$ cat src/rtl/mem_cycle_ctrl.sv
// External-memory cycle controller: splits one CPU word access into BUS_W-wide
// bus transfers (SETUP / STROBE / HOLD per lane), with wait states, READY and byte mode.
module mem_cycle_ctrl #(
  parameter int WORD_W      = 16,
  parameter int BUS_W       = 8,
  parameter int ADDR_W      = 16,
  parameter int WAIT_STATES = 2
) (
  input  logic              clk12,
  input  logic              reset_n,
  input  logic              rd_req,
  input  logic              wr_req,
  input  logic              byte_mode,
  input  logic [0:ADDR_W-1] addr,
  input  logic [0:WORD_W-1] wdata,
  output logic [0:WORD_W-1] rdata,
  output logic              busy,
  output logic              done,
  output logic [0:ADDR_W-1] mem_addr,
  output logic              memen_n,
  output logic              dbin,
  output logic              we_n,
  output logic [0:BUS_W-1]  bus_out,
  output logic              bus_oe,
  input  logic [0:BUS_W-1]  bus_in,
  input  logic              ready
);

  localparam int LANES = WORD_W / BUS_W;
  localparam int LB    = $clog2(LANES);
  localparam int LBW   = (LB > 0) ? LB : 1;
  localparam int CW    = $clog2(WAIT_STATES + 2);

  typedef enum logic [1:0] {IDLE, SETUP, STROBE, HOLD} state_t;

  state_t              state, state_nx;
  logic                rd_q, rd_nx;
  logic                single_q, single_nx;
  logic [0:ADDR_W-1]   addr_q, addr_nx;
  logic [0:WORD_W-1]   wdata_q, wdata_nx;
  logic [0:WORD_W-1]   rbuf, rbuf_nx;
  logic [LBW-1:0]      lane, lane_nx;
  logic [CW-1:0]       wcnt, wcnt_nx;

  logic [0:WORD_W-1]   rdata_nx;
  logic                busy_nx, done_nx, memen_n_nx, dbin_nx, we_n_nx, bus_oe_nx;
  logic [0:ADDR_W-1]   mem_addr_nx;
  logic [0:BUS_W-1]    bus_out_nx;

  logic                go_setup, setup_rd;
  logic [LBW-1:0]      setup_lane;
  logic [0:ADDR_W-1]   setup_addr;
  logic [0:WORD_W-1]   setup_wdata;
  int unsigned         lane_base;

  // Lane index lives in the LSB-side address bits (highest indices in TI order).
  function automatic logic [LBW-1:0] addr_lane(input logic [0:ADDR_W-1] a);
    addr_lane = '0;
    for (int unsigned j = 0; j < LB; j++) addr_lane[j] = a[ADDR_W-1-j];
  endfunction

  function automatic logic [0:ADDR_W-1] lane_addr(input logic [0:ADDR_W-1] a,
                                                  input logic [LBW-1:0] l);
    lane_addr = a;
    for (int unsigned j = 0; j < LB; j++) lane_addr[ADDR_W-1-j] = l[j];
  endfunction

  function automatic logic [0:BUS_W-1] lane_slice(input logic [0:WORD_W-1] d,
                                                  input logic [LBW-1:0] l);
    int unsigned base;
    base = 32'(l) * 32'(BUS_W);
    lane_slice = d[base +: BUS_W];
  endfunction

  assign lane_base = 32'(lane) * 32'(BUS_W);

  always_comb begin
    state_nx    = state;
    rd_nx       = rd_q;
    single_nx   = single_q;
    addr_nx     = addr_q;
    wdata_nx    = wdata_q;
    rbuf_nx     = rbuf;
    lane_nx     = lane;
    wcnt_nx     = wcnt;
    rdata_nx    = rdata;
    busy_nx     = busy;
    done_nx     = 1'b0;
    mem_addr_nx = mem_addr;
    memen_n_nx  = memen_n;
    dbin_nx     = dbin;
    we_n_nx     = 1'b1;
    bus_out_nx  = bus_out;
    bus_oe_nx   = bus_oe;
    go_setup    = 1'b0;
    setup_rd    = rd_q;
    setup_lane  = lane;
    setup_addr  = addr_q;
    setup_wdata = wdata_q;

    case (state)
      IDLE: begin
        if (rd_req || wr_req) begin
          go_setup    = 1'b1;
          setup_rd    = rd_req;
          setup_addr  = addr;
          setup_wdata = rd_req ? wdata_q : wdata;
          setup_lane  = (byte_mode && (LANES > 1)) ? addr_lane(addr) : '0;
          rd_nx       = rd_req;
          single_nx   = byte_mode && (LANES > 1);
          addr_nx     = addr;
          wdata_nx    = setup_wdata;
          if (rd_req) rbuf_nx = '0;
        end
      end
      SETUP: begin
        state_nx = STROBE;
        wcnt_nx  = '0;
        we_n_nx  = rd_q;
      end
      STROBE: begin
        we_n_nx = rd_q;
        if (wcnt == CW'(WAIT_STATES)) begin
          if (ready) begin
            state_nx = HOLD;
            we_n_nx  = 1'b1;
            if (rd_q) rbuf_nx[lane_base +: BUS_W] = bus_in;
          end
        end else begin
          wcnt_nx = wcnt + CW'(1);
        end
      end
      HOLD: begin
        if (single_q || lane == LBW'(LANES - 1)) begin
          state_nx   = IDLE;
          busy_nx    = 1'b0;
          done_nx    = 1'b1;
          memen_n_nx = 1'b1;
          dbin_nx    = 1'b0;
          bus_oe_nx  = 1'b0;
          if (rd_q) rdata_nx = rbuf;
        end else begin
          go_setup   = 1'b1;
          setup_lane = lane + LBW'(1);
        end
      end
      default: state_nx = IDLE;
    endcase

    // Outputs are registered, so SETUP values are loaded on the edge entering SETUP.
    if (go_setup) begin
      state_nx    = SETUP;
      lane_nx     = setup_lane;
      busy_nx     = 1'b1;
      memen_n_nx  = 1'b0;
      mem_addr_nx = lane_addr(setup_addr, setup_lane);
      dbin_nx     = setup_rd;
      bus_oe_nx   = !setup_rd;
      if (!setup_rd) bus_out_nx = lane_slice(setup_wdata, setup_lane);
    end
  end

  always_ff @(posedge clk12) begin
    if (!reset_n) begin
      state    <= IDLE;
      rd_q     <= 1'b0;
      single_q <= 1'b0;
      addr_q   <= '0;
      wdata_q  <= '0;
      rbuf     <= '0;
      lane     <= '0;
      wcnt     <= '0;
      rdata    <= '0;
      busy     <= 1'b0;
      done     <= 1'b0;
      mem_addr <= '0;
      memen_n  <= 1'b1;
      dbin     <= 1'b0;
      we_n     <= 1'b1;
      bus_out  <= '0;
      bus_oe   <= 1'b0;
    end else begin
      state    <= state_nx;
      rd_q     <= rd_nx;
      single_q <= single_nx;
      addr_q   <= addr_nx;
      wdata_q  <= wdata_nx;
      rbuf     <= rbuf_nx;
      lane     <= lane_nx;
      wcnt     <= wcnt_nx;
      rdata    <= rdata_nx;
      busy     <= busy_nx;
      done     <= done_nx;
      mem_addr <= mem_addr_nx;
      memen_n  <= memen_n_nx;
      dbin     <= dbin_nx;
      we_n     <= we_n_nx;
      bus_out  <= bus_out_nx;
      bus_oe   <= bus_oe_nx;
    end
  end

endmodule

$ cat config.mk
export PLATFORM = sky130hd
export DESIGN_NAME = mem_cycle_ctrl
export DESIGN_NICKNAME = d
export VERILOG_FILES = /design/src/rtl/mem_cycle_ctrl.sv
export SDC_FILE = /design/constraint.sdc
export NUM_CORES = 1
export LEC_CHECK = 0
export ABC_CLOCK_PERIOD_IN_PS = 2050
export CORE_MARGIN = 1
export CORE_UTILIZATION = 44
export CTS_BUF_LIST = sky130_fd_sc_hd__clkbuf_16
export CTS_CLUSTER_SIZE = 30
export DETAILED_ROUTE_END_ITERATION = 8
export PLACE_DENSITY_LB_ADDON = 0.1
export SYNTH_ARGS = -nofsm -noshare
export SYNTH_HDL_FRONTEND = slang
export SYNTH_SLANG_ARGS = --single-unit
$ cat constraint.sdc
create_clock -name clk12 -period 2.05 [get_ports clk12]
set_input_delay 0.615 -clock clk12 [delete_from_list [all_inputs] [get_ports clk12]]
set_output_delay 0.615 -clock clk12 [all_outputs]
set_load 0.03 [all_outputs]
==> results.json <==
{
  "outcome": "complete, no violations",
  "ys_types": 41,
  "post-route-drc-count": 0,
  "rsz0062_at_grt": "true",
  "dieArea_um2": 8908,
  "synth_edf_count": 0,
  "cts_tree": "done",
  "fin_util_pct": 64.33,
  "path_clk_slew_ps": 70,
  "arrival_ps": 2320,
  "cts_buffers": 9,
  "drt-initial-drc-count": 124,
  "cts-htree-levels": 3,
  "row_count": 33,
  "hold_violations": 0,
  "crit_path_max_incr_delay_ps": 490,
  "maxCapViolCount": 0,
  "cp_num_buf_inv": 2,
  "synth_top_area_share_pct": 52.78,
  "slew_violations": 0,
  "coreArea_um2": 8258,
  "stdcell_area_um2": 5313,
  "cp_cell_sequence": "clkdlybuf4s50_1, buf_4, a21o_1, a21o_4, a2111oi_1, a221o_1",
  "clock_latency_ps": 340,
  "place_worst_setup_slack_ps": -389.7,
  "ctsLongestPathBuffers": 2,
  "period_needed_ps": 2034,
  "avgSynthCellArea_um2": 9.317,
  "skew_ps": 6.973,
  "fmax_mhz": 491.6,
  "grt_pass1_wl_um": 14340,
  "cts.sinks": 99,
  "grtUsageTotal_pct": 20.85,
  "ir_drop_v": 0.0007864,
  "vias": 3255,
  "synth_most_common_cell": "dfxtp_1",
  "netlist_area_um2": 3755,
  "worstPathRequired_ps": 2340,
  "synth-seq-cells": 99,
  "gp_congestion": 0.7812,
  "setup_viol": 0,
  "synth_top_area_cell": "dfxtp_1",
  "path_max_fanout": 9,
  "grt_pass1_vias": 2943,
  "ant_nets": 0,
  "crit_path_end_kind": "flop",
  "antenna_found_initial": 0,
  "synth_warnings": 0,
  "seq_area_frac_synth_pct": 52.78,
  "grt_overflow": 0,
  "post-route-period-util_pct": 99.22,
  "diodes": 0,
  "tightest_slew_ps": 601.9,
  "p_per_area_nw_per_um2": 1351,
  "synthArstFlopShare_pct": 0,
  "synth_common_cells": "dfxtp_1 (99), nand2_1 (70), nor2_1 (45)",
  "route.detailed.wl_per_inst_um": 14.29,
  "io_pins": 92,
  "initial_core_util_pct": 45.47,
  "netlist_top_cells_area": "dfxtp_1 (53%), nand2_1 (7.0%), a21oi_1 (5.5%), nor2_1 (4.5%), mux2i_1 (3.7%)",
  "areaGrowthSynthToFinish_pct": 41.49,
  "grt_max_degree": 36,
  "die_w_um": 94.38,
  "die_h_um": 94.38,
  "drive_above_1_share_pct": 13.29,
  "cts_root_buffer": "clkbuf_16",
  "portBuffers": 91,
  "leakagePower_nw": 2.104,
  "dp_hpwl_um": 6208,
  "worst_slack_ps": 16.01,
  "cts_hold_buffers": 0,
  "cts_setup_buffers": 0,
  "worstSetupPathType": "input port to flop",
  "synth_ff_type": "dfxtp_1",
  "slowest_stage": "clkdlybuf4s50_1",
  "vias_per_cell": 5.216,
  "nets": 566,
  "synth_cells": 403,
  "cpLargestDelayFamily": "compound AO/OA/AOI/OAI gates",
  "syn-num-nets": 455,
  "routed_wl_um": 8915,
  "firstDrtPassIters": 5,
  "start_kind": "input port",
  "hp-class": "flop to flop",
  "slew-limit-headroom_pct": 59.77,
  "placed_cell_area_um2": 5010
}
-- power by group --
part	total, W	internal, W	switching, W
Clock	0.00160	0.000845	0.000760
Combinational	0.00315	0.00141	0.00174
Sequential	0.00242	0.00226	0.000168
Total	0.00718	0.00451	0.00267
-- flip-flops by register name (all words and copies together) (netlist names), 2 cells and up --
signal    count
mem_addr     16
rbuf         16
rdata        16
wdata_q      16
addr_q       15
bus_out       8
state         2
wcnt          2
-- routing by layer --
metal	GRT usage, %	routed length (um)	part of all wire (%)	vias to the layer above
li1	-	-	-	1641
met1	27.81	4404	49	1527
met2	32.37	3917	44	79
met3	6.200	476	5.3	8
met4	6.538	116	1.3	0
met5	0	0	0	-
-- timing repair --
item,4_1_cts,5_1_grt
endpoints found under the setup margin,10,8
gates resized for setup,6,7
endpoints found under the hold margin,0,0
-- logic make-up after synthesis --
kind of cell / count (synthesis) / synth area share [%]
flops: 99 / 52.78
fa+ha+maj: 6 / 1.999
mux: 17 / 4.632
compound gates: 108 / 20.73
buf+inv: 33 / 3.999
simple gates: 140 / 15.86
-- path summary, 6_finish.rpt --
check                           startpoint          to  slack [ps]  cells past startpoint
worst min register to register   rdata[14]   rdata[14]         450                      2
worst max register to register    state[0]  bus_out[4]          90                      5
worst min-delay path             rdata[14]   rdata[14]         450                      2
worst max-delay path                rd_req  bus_out[4]          20                      6
-- cell type report --
cell class / count / area, um2
repair buffers: 128 / 1250
flip-flops and latches: 99 / 1983
fillers: 697 / 2945
well taps: 105 / 131.4
multi-input cells: 271 / 1645
inverters: 5 / 18.77
clock inverters: 7 / 58.81
clock buffers: 9 / 225.2
-- stage by stage --
step / total power [W] / std cells / setup TNS [ps] / hold slack [ps]
floorplan: 0.004312 / 403 / 0 / 431.6
global placement: 0.005503 / 608 / -9745 / 443.4
detailed placement: 0.005558 / 608 / -10390 / 447.6
CTS: 0.007194 / 624 / 0 / 457.8
global route: 0.007605 / 624 / -35.14 / 473.7
finish: 0.007178 / 624 / 0 / 452.1
-- placed cells by master, fill, tap and decap left out, drive strengths merged, types with 2 or more instances in the layout --
cell type,Yosys,layout
dfxtp,99,99
clkdlybuf4s50,0,90
nand2,70,70
nor2,45,45
a21oi,41,41
buf,14,37
a22oi,17,17
o22a,15,15
mux2i,14,14
nor3,9,9
clkbuf,14,9
inv,4,9
a2111oi,8,8
a221o,7,7
ha,6,6
o211ai,4,4
and2,4,4
o21ai,4,4
a211oi,3,3
mux2,3,3
a21o,3,3
o21a,2,2
o21ba,2,2
nand3b,2,2
nand2b,2,2
clkinv,1,2
-- tightest hold or removal path, delay by kind of cell (launching register included) --
family           cells  cell delay, ps
flip-flops           1             310
AND/OR/NAND/NOR      1              50
AO/OA/AOI/OAI        1              50
Power figures use the tool's default switching activity.
